File: src/rtl/rv_isa_pkg.sv
// RV32I opcode and instruction-class codes shared by the control decoder and the program loader.
// Also holds the signed-range helper used when checking immediates before packing.
package rv_isa_pkg;

  localparam logic [6:0] OP_R     = 7'b0110011;
  localparam logic [6:0] OP_I     = 7'b0010011;
  localparam logic [6:0] OP_LOAD  = 7'b0000011;
  localparam logic [6:0] OP_STORE = 7'b0100011;
  localparam logic [6:0] OP_BR    = 7'b1100011;
  localparam logic [6:0] OP_JAL   = 7'b1101111;
  localparam logic [6:0] OP_LUI   = 7'b0110111;
  localparam logic [6:0] OP_SYS   = 7'b1110011;

  localparam logic [2:0] CLS_R     = 3'd0;
  localparam logic [2:0] CLS_I     = 3'd1;
  localparam logic [2:0] CLS_LOAD  = 3'd2;
  localparam logic [2:0] CLS_STORE = 3'd3;
  localparam logic [2:0] CLS_BR    = 3'd4;
  localparam logic [2:0] CLS_JAL   = 3'd5;
  localparam logic [2:0] CLS_LUI   = 3'd6;
  localparam logic [2:0] CLS_SYS   = 3'd7;

  typedef enum logic [1:0] {
    ST_IDLE = 2'd0,
    ST_LOAD = 2'd1,
    ST_DONE = 2'd2
  } ld_state_e;

  // True when v is the sign extension of its low (sign_bit+1) bits.
  function automatic logic fits_signed(input logic [31:0] v, input int unsigned sign_bit);
    logic [31:0] hi;
    hi = 32'($signed(v) >>> sign_bit);
    return (hi == '0) || (hi == '1);
  endfunction

endpackage

File: src/rtl/rv_instr_pack.sv
// Combinational packer: instruction class plus fields -> RV32I word and an immediate-encodable flag.
// No state, no handshake; the caller decides what to do with a word whose immediate does not fit.
module rv_instr_pack (
  input  logic [2:0]  cls,
  input  logic [4:0]  rd,
  input  logic [4:0]  rs1,
  input  logic [4:0]  rs2,
  input  logic [2:0]  funct3,
  input  logic [6:0]  funct7,
  input  logic [31:0] imm,
  output logic [31:0] word,
  output logic        imm_ok
);
  import rv_isa_pkg::*;

  always_comb begin
    word   = '0;
    imm_ok = 1'b0;
    case (cls)
      CLS_R: begin
        word   = {funct7, rs2, rs1, funct3, rd, OP_R};
        imm_ok = 1'b1;
      end
      CLS_I: begin
        word   = {imm[11:0], rs1, funct3, rd, OP_I};
        imm_ok = fits_signed(imm, 11);
      end
      CLS_LOAD: begin
        word   = {imm[11:0], rs1, funct3, rd, OP_LOAD};
        imm_ok = fits_signed(imm, 11);
      end
      CLS_STORE: begin
        word   = {imm[11:5], rs2, rs1, funct3, imm[4:0], OP_STORE};
        imm_ok = fits_signed(imm, 11);
      end
      CLS_BR: begin
        word   = {imm[12], imm[10:5], rs2, rs1, funct3, imm[4:1], imm[11], OP_BR};
        imm_ok = fits_signed(imm, 12) && !imm[0];
      end
      CLS_JAL: begin
        word   = {imm[20], imm[10:1], imm[11], imm[19:12], rd, OP_JAL};
        imm_ok = fits_signed(imm, 20) && !imm[0];
      end
      CLS_LUI: begin
        word   = {imm[31:12], rd, OP_LUI};
        imm_ok = (imm[11:0] == 12'd0);
      end
      default: begin
        // system: rd, rs1 and funct3 are forced to zero (ecall/ebreak only)
        word   = {imm[11:0], 5'd0, 3'd0, 5'd0, OP_SYS};
        imm_ok = (imm[31:1] == 31'd0);
      end
    endcase
  end

endmodule

File: src/rtl/instr_encoder_loader.sv
// Program loader: packs instruction beats and writes them to imem at sequential addresses, one per cycle.
// Accepted beat appears on the imem port one cycle later; in_ready drops outside LOAD or once DEPTH words are written.
module instr_encoder_loader #(
  parameter int ADDR_W    = 10,
  parameter int BASE_ADDR = 0,
  parameter int DEPTH     = 1024
) (
  input  logic              clk,
  input  logic              rst_n,
  input  logic              start,
  input  logic              in_valid,
  output logic              in_ready,
  input  logic              in_last,
  input  logic [2:0]        in_class,
  input  logic [4:0]        in_rd,
  input  logic [4:0]        in_rs1,
  input  logic [4:0]        in_rs2,
  input  logic [2:0]        in_funct3,
  input  logic [6:0]        in_funct7,
  input  logic [31:0]       in_imm,
  output logic              imem_we,
  output logic [ADDR_W-1:0] imem_addr,
  output logic [31:0]       imem_wdata,
  output logic              busy,
  output logic              done,
  output logic              err,
  output logic [ADDR_W:0]   count
);
  import rv_isa_pkg::*;

  localparam logic [ADDR_W:0]   DEPTH_L = (ADDR_W+1)'(DEPTH);
  localparam logic [ADDR_W:0]   CNT_ONE = (ADDR_W+1)'(1);
  localparam logic [ADDR_W-1:0] BASE_L  = ADDR_W'(BASE_ADDR);
  localparam logic [ADDR_W-1:0] ADR_ONE = ADDR_W'(1);

  ld_state_e         state_q, state_d;
  logic [ADDR_W-1:0] addr_q, addr_d;
  logic [ADDR_W-1:0] waddr_q, waddr_d;
  logic [ADDR_W:0]   count_q, count_d;
  logic [31:0]       wdata_q, wdata_d;
  logic              we_q, we_d;
  logic              err_q, err_d;
  logic              fin_q, fin_d;
  logic              done_q, done_d;
  logic              accept;
  logic [31:0]       pk_word;
  logic              pk_ok;

  rv_instr_pack u_pack (
    .cls    (in_class),
    .rd     (in_rd),
    .rs1    (in_rs1),
    .rs2    (in_rs2),
    .funct3 (in_funct3),
    .funct7 (in_funct7),
    .imm    (in_imm),
    .word   (pk_word),
    .imm_ok (pk_ok)
  );

  always_ff @(posedge clk) begin
    if (!rst_n) begin
      state_q <= ST_IDLE;
      addr_q  <= '0;
      waddr_q <= '0;
      count_q <= '0;
      wdata_q <= '0;
      we_q    <= 1'b0;
      err_q   <= 1'b0;
      fin_q   <= 1'b0;
      done_q  <= 1'b0;
    end else begin
      state_q <= state_d;
      addr_q  <= addr_d;
      waddr_q <= waddr_d;
      count_q <= count_d;
      wdata_q <= wdata_d;
      we_q    <= we_d;
      err_q   <= err_d;
      fin_q   <= fin_d;
      done_q  <= done_d;
    end
  end

  always_comb begin
    state_d = state_q;
    case (state_q)
      ST_LOAD: begin
        // Session ends on a final beat (even if rejected) or on the write that fills DEPTH.
        if (accept && (in_last || (pk_ok && (count_q + CNT_ONE) == DEPTH_L))) begin
          state_d = ST_DONE;
        end
      end
      default: begin
        if (start) state_d = ST_LOAD;
      end
    endcase
  end

  always_comb begin
    busy     = (state_q == ST_LOAD);
    in_ready = (state_q == ST_LOAD) && (count_q < DEPTH_L);
    accept   = in_valid && in_ready;
  end

  always_comb begin
    addr_d  = addr_q;
    waddr_d = waddr_q;
    count_d = count_q;
    wdata_d = wdata_q;
    err_d   = err_q;
    we_d    = 1'b0;
    // done trails the final write by one cycle so the two never overlap
    done_d  = fin_q;
    fin_d   = (state_q == ST_LOAD) && (state_d == ST_DONE);
    if (state_q != ST_LOAD && start) begin
      addr_d  = BASE_L;
      count_d = '0;
      err_d   = 1'b0;
    end else if (accept) begin
      if (pk_ok) begin
        we_d    = 1'b1;
        waddr_d = addr_q;
        wdata_d = pk_word;
        addr_d  = addr_q + ADR_ONE;
        count_d = count_q + CNT_ONE;
      end else begin
        err_d = 1'b1;
      end
    end
  end

  assign imem_we    = we_q;
  assign imem_addr  = waddr_q;
  assign imem_wdata = wdata_q;
  assign done       = done_q;
  assign err        = err_q;
  assign count      = count_q;

endmodule

File: config.mk
export PLATFORM = sky130hd
export DESIGN_NAME = instr_encoder_loader
export DESIGN_NICKNAME = d
export VERILOG_FILES = /design/src/rtl/rv_isa_pkg.sv /design/src/rtl/rv_instr_pack.sv /design/src/rtl/instr_encoder_loader.sv
export SDC_FILE = /design/constraint.sdc
export NUM_CORES = 1
export LEC_CHECK = 0
export CORE_AREA = 2 2 99 91
export DETAILED_ROUTE_END_ITERATION = 8
export DIE_AREA = 0 0 101 93
export GPL_ROUTABILITY_DRIVEN = 1
export PLACE_DENSITY = 0.81
export SYNTH_ARGS = -nofsm -noshare
export SYNTH_HDL_FRONTEND = slang
export SYNTH_SLANG_ARGS = --single-unit
File: constraint.sdc
create_clock -name clk -period 6.4 [get_ports clk]
set_input_delay 1.28 -clock clk [delete_from_list [all_inputs] [get_ports clk]]
set_output_delay 1.28 -clock clk [all_outputs]
set_load 0.02 [all_outputs]
; ---- Word-level counts from Yosys, hierarchy flattened
; Cells that the tools add are included.
[word_totals]
register_bits = 69
latch_bits = 0
ramBits = 0
mem_bits_ro = 0
input_bits = 65
output_inout_bits = 58
wordCells = 60
mem_count = 0
[classes]
n_addsub = 2
n_mul = 0
div_mod_pow = 0
n_lt_le_gt_ge = 1
eq_ne = 13
shifts = 0
n_mux = 6
n_bitwise = 4
n_reduce_logical = 25
[ops]
columns = op, n
row1 = $pmux W32 S7, 1
row2 = $eq A32 B32 Y1 const B, 3
row3 = $logic_not A32 Y1, 3
row4 = $logic_not A31 Y1, 1
row5 = $logic_not A12 Y1, 1
row6 = $add A11 B1 Y11 const B, 1
row7 = $eq A11 B11 Y1 const B, 1
row8 = $lt A11 B11 Y1 const B, 1
row9 = $add A10 B1 Y10 const B, 1
row10 = $eq A3 B3 Y1 const B, 3
row11 = $logic_and A1 B1 Y1, 8
row12 = $eq A3 B2 Y1 const B, 2
row13 = $mux W2, 3
row14 = $reduce_or A3 Y1, 2
row15 = $pmux W1 S5, 1
row16 = $logic_or A1 B1 Y1, 4
row17 = $not A1 Y1, 4
row18 = $reduce_and A2 Y1, 2
row19 = $eq A3 B1 Y1 const B, 1
row20 = $logic_not A3 Y1, 1
row21 = $reduce_and A3 Y1, 1
row22 = $eq A2 B1 Y1 const B, 1
row23 = $eq A2 B2 Y1 const B, 1
row24 = $ne A2 B1 Y1 const B, 1
row25 = 3 further kinds, 3

; ---- Logic depth before layout (Yosys ltp)
[depth]
depth_word = 11
ltp_mapped = 9
mapped_depth_nobuf = 7

; ---- Modules after synthesis
; A second synthesis with hierarchy kept.
[unflattened]
hier_cells = 500
hier_area_um2 = 3803.6
[by_module_without_submodules]
columns = mod, instances, cells_each, area_each_um2, seq_area_each_um2
row1 = instr_encoder_loader, 1, 336, 2830.2, 1381.3
row2 = rv_instr_pack, 1, 164, 973.4, 0.0

; ---- Worst setup path before layout
; OpenSTA, ideal clock, no wires.
[synth_path]
path_type = input to register
startpoint = input port in_imm[30]
endpoint = register addr_q[3]
setup_ns = 0.070
arrival_time_ns = 2.904
required_time_ns = 6.330
setup_slack_ns = 3.426
path_stages = 7
path_buffers = 1
cell_sequence = nor4_1 nand3_1 o32ai_4 a221oi_2 buf_6 or4_1 a21oi_1
[synth_between]
elab_chain_cells = 5
word_cells_on_any_way = 14
cone_classes = 3 x eq/ne / 1 x mux / 10 x reduce/logical
[synth_rtl]
columns = element, line
row1 = start: declaration, instr_encoder_loader.sv:20  ; input logic [31:0] in_imm,
row2 = $eq A32 B32 Y1 or $logic_not A32 Y1 (tied branches), rv_isa_pkg.sv:33  ; return (hi == '0) || (hi == '1);
row3 = $logic_or A1 B1 Y1, rv_isa_pkg.sv:33
row4 = $logic_and A1 B1 Y1 (on tied branches), "rv_instr_pack.sv:42, rv_instr_pack.sv:38"
row5 = $pmux W1 S5 (*), rv_instr_pack.sv:19  ; case (cls)
row6 = $reduce_and A2 Y1 (no source line) (*), --
row7 = end signal: assignment, instr_encoder_loader.sv:74  ; addr_q <= addr_d;
row8 = end: declaration, instr_encoder_loader.sv:37  ; logic [ADDR_W-1:0] addr_q, addr_d;
; Every way passes the cells marked *; elsewhere a longest branch is shown, timed or not.
; A chain may end at the register's enable or synchronous reset.

; ---- Final worst setup path
[layout_path]
startpoint = input port in_class[2]
endpoint = register state_q[0]
[layout_between]
elab_chain_cells = 8
word_cells_on_any_way = 14
cone_classes = 6 x eq/ne / 3 x mux / 5 x reduce/logical
[layout_rtl]
columns = element, line
row1 = start: declaration, instr_encoder_loader.sv:14  ; input logic [2:0] in_class,
row2 = $eq A3 B1 Y1 or $eq A3 B2 Y1 (tied branches), rv_instr_pack.sv:19
row3 = $reduce_or A3 Y1 (no source line), --
row4 = $pmux W1 S5 (*), rv_instr_pack.sv:19
row5 = $logic_and A1 B1 Y1 (*), instr_encoder_loader.sv:90  ; if (accept && (in_last || (pk_ok && (count_q + CNT_ONE) == DEPTH_L))) begin
row6 = $logic_or A1 B1 Y1 (*), instr_encoder_loader.sv:90
row7 = $logic_and A1 B1 Y1 (*), instr_encoder_loader.sv:90
row8 = $mux W2 (*), instr_encoder_loader.sv:90
row9 = $mux W2 (*), instr_encoder_loader.sv:87  ; case (state_q)
row10 = end signal: assignment, instr_encoder_loader.sv:73  ; state_q <= state_d;
row11 = end: declaration, instr_encoder_loader.sv:36  ; ld_state_e state_q, state_d;
; Marks and branches as above.

==> metrics list <==
* Number of placement rows: 32
* Slowest cell delay on critical path: 0.98 ns
- Tightest Pin Transition: about 1.1 ns
- Setup repair after global routing left no endpoint under its margin.
- Port Buffer Count: 122
- Drt initial violations: around 630
- Post-synthesis sequential area ratio: about a third
- Total chip power: a little over 0.0009 W
- Final period utilization: 68.3%
* Tot GR Track Use: 26.4%
* Crit path cell chain: clkdlybuf4s50_1, inv_1, nor3_1, a221oi_4, buf_4, or4_1, o2111a_1
* Setup violators final: 0
- First-pass GRT wire length: 20.1 mm
- Combinational logic burns between 10% and 20% of the power.
- Arrival time at the worst endpoint: 4.61 ns
- Avg Synthesized Cell Area: 7.81 µm²
- Hold Violations, Final: 0
* Number of antenna violations at the first check in global routing: 0
* Result of the run: finished, final reports clean
- The internal portion of the total power is 0.000678 W.
- Die width: just over 100 µm
- The area growth from synthesis to layout is 34.2%.
* Instance area at placement: 5300 µm²
- Fillers: 721
- Number of nets in the synthesized netlist: 591
- CTS buffer count: 9
* Critical Setup Path Class: in -> reg
- Unique cell type count in the Yosys netlist: 58
- Entering global routing, the biggest net connects 77 pins.
- The cell sitting at the root of the clock tree is a clkbuf_8.
- After routing the design area is 5480 µm².
- HPWL after detailed placement: 8.89 mm
* Family with the most delay on the worst path: buffers and inverters
- Clock Pin Slew Worst Setup and Hold Paths: approximately 0.070 ns
- Starting density of the core: 48.6%
- The path class of the tightest hold or removal check is reg -> reg.
* Clock share of power: 36.2%
- Critical path buffer and inverter count: 3
- Cell with the largest stage delay on the worst path: clkdlybuf4s50_1
- The mapped netlist covers 4090 µm².
- Setup_tns: 0 ns
- VDD sags by at most 0.000130 V.
- For this run the aggregate overflow at the end of global routing stands at 0.
* Area used by multi-input combinational logic: 2500 µm²
- The worst path needs 4.37 ns of the cycle, external delays included.
* Most used DFF post-synth: dfxtp_1
- Vias: about 4600
- CTS sink count: 68
* Post-route worst setup slack: 2.03 ns
- Worst-case clock buffer depth: 2
- The floorplan step defined a core boundary enclosing ~8400 µm².
- Ant diodes: 0
- Placement-stage worst setup slack: 1.78 ns
* Number of post-CTS setup repair buffers: 0
* Synth top area share: 33.3%
- Power density over cell area: 170 nW/µm²
- Number of gates given a new drive strength after cts: 0
- Required arrival time at the worst endpoint: between 6 and 7 ns
* Async SR Flop Fraction: 0%
- Ys Warns: 0
- Of all nets on the critical path, the largest fanout is 30.
* Final nets: 683
- Wire per inst: 17.4 µm
- Avg Vias per Cell: 6.41
* Pins over their slew limit: 0
* Die area: 9390 µm²
* Hold-fix buffers, CTS: 0
- TritonCTS built the clock tree.
- By area the synthesized netlist is led by dfxtp_1, nand2_1, o21ai_0.
- The synthesized design contains 0 enable-type register cells.
* Leakage power figure: between 1.5 and 2 nW
* GP Congestion: 0.953
- Across the run, the number of max-cap violations was 0.
- At the later pin of the worst-skew pair, clock insertion delay measures 0.33 ns.
- Post-synthesis cell count: between 500 and 600
- Dominant cell type by area after synthesis: dfxtp_1
- The share of total power dissipated in sequential elements is 46.0%.
- Share of post-route cells with drive strength above 1: ~4.7%
* Share of total power consumed by net switching: between 20% and 30%
* Number of top-level pins: 123
- Pre-antenna DRT Iters: 5
- Clock skew on the completed layout was measured at 0.0101 ns.
* Area of all sequential standard cells: 1360 µm²
- Routed WL: 12.6 mm
* Number of H-tree levels: 3
* Crit path capture type: flip-flop
- Die Span Y: 93 µm
* Fmax: 0.229 GHz
- Number of remaining DRC errors: 0
* #FFs+latches synth: 68
- STA classifies the critical path startpoint as an input pin.
* Worst slew margin: 27.6%
- Via count of the first global-routing pass: a little over 4000
* Antenna Nets Post-Route: 0
* Reported net switching power: ~0.00025 W
through the flow:
step / std cells / util (%) / hold WS (ns)
after floorplan: 523 / - / 0.412
after global placement: 706 / 63.0 / 0.447
after detailed placement: 706 / 63.0 / 0.454
after CTS: 722 / 65.2 / 0.465
after global routing: 722 / 65.2 / 0.490
final: 722 / 65.2 / 0.463
routing by layer:
layer / track usage [%] / part of all wire [%] / vias to the layer above
li1: - / - / 2197
met1: 36.4 / 43 / 2150
met4: 7.32 / 1.7 / 0
met3: 3.96 / 7.3 / 22
met2: 42.9 / 48 / 259
met5: 0 / 0 / -
path summary, 6_finish.rpt:
| check | startpoint | endpoint | slack, ns | depth (start not counted) |
|---|---|---|---|---|
| worst max-delay path | in_class[2] | state_q[0] | 2.03 | 7 |
| worst min-delay path | imem_addr[2] | imem_addr[2] | 0.46 | 2 |
| worst max register to register | state_q[1] | state_q[0] | 3.96 | 5 |
| worst min register to register | imem_addr[2] | imem_addr[2] | 0.46 | 2 |
synthesized netlist by cell type (all sizes together) (5+ instances only):
| cell type | n |
|---|---|
| a21oi | 39 |
| a221oi | 10 |
| buf | 18 |
| clkbuf | 32 |
| dfxtp | 68 |
| inv | 5 |
| mux2i | 17 |
| nand2 | 69 |
| nand2b | 5 |
| nand3 | 29 |
| nand4 | 27 |
| nor2 | 15 |
| nor3 | 5 |
| nor4 | 7 |
| o211a | 9 |
| o211ai | 20 |
| o21ai | 49 |
| o221ai | 7 |
| o22ai | 7 |
| o31ai | 6 |
| or4 | 12 |
layout by cell type (no fill, tap or decap), types with 4 or more instances in the layout:
cell and count:
o21ai_0 49, o31ai_1 6, a221oi_1 9, nor2_1 15, a2111o_1 4, nand2_1 69, inv_1 5, nor3_1 5
clkbuf_8 9, nor4_1 7, clkdlybuf4s50_1 121, nand3_1 29, a211oi_1 4, nand4_1 27, mux2i_1 17, a22oi_1 4
buf_4 9, o211a_1 9, o221ai_1 7, o211ai_1 20, nand2b_1 5, o22ai_1 6, and3_1 4, dfxtp_1 68
a21oi_1 39, or4_1 12, o22a_1 4, or3_1 4
cell type report:
type | instances | area share [%]
timing repair buffer | 131 | 23.4
sequential | 68 | 24.8
clock inverter | 5 | 0.958
inverter | 7 | 0.479
clock buffer | 11 | 2.40
tap | 102 | 2.33
multi-input combinational | 398 | 45.6
cells by family (layout without fill, tap and decap cells):
group	count (synthesis)	count (layout)	share of synthesized area (%)
buffers and inverters	57	154	5.91
AOI/OAI and AO/OA	181	181	30.5
adders and majority gates	3	3	0.919
muxes	17	17	4.16
and+or+nand+nor	192	192	24.1
DFF	68	68	33.3
xor gates and xnor gates	5	5	1.07
power groups by stage:
stage / sequential [W] / clock [W] / combinational (W)
floorplan: 0.000441 / 0 / 0.0000813
global route: 0.000429 / 0.000359 / 0.000177
CTS: 0.000429 / 0.000342 / 0.000162
global placement: 0.000438 / 0 / 0.000158
finish: 0.000429 / 0.000337 / 0.000165
detailed placement: 0.000438 / 0 / 0.000162
tightest hold or removal path: cells and delay by family (launching register included):
kind | cells | cell delay (ns)
simple gates | 1 | 0.05
flops | 1 | 0.31
compound gates | 1 | 0.06
flip-flops by register name, indices dropped and copies added, names as in the netlist, 2 cells and up:
| name | flops |
|---|---|
| imem_addr | 10 |
| imem_wdata | 31 |
| addr_q | 10 |
| count | 11 |
| state_q | 2 |
(Power assumes the default switching activity.)
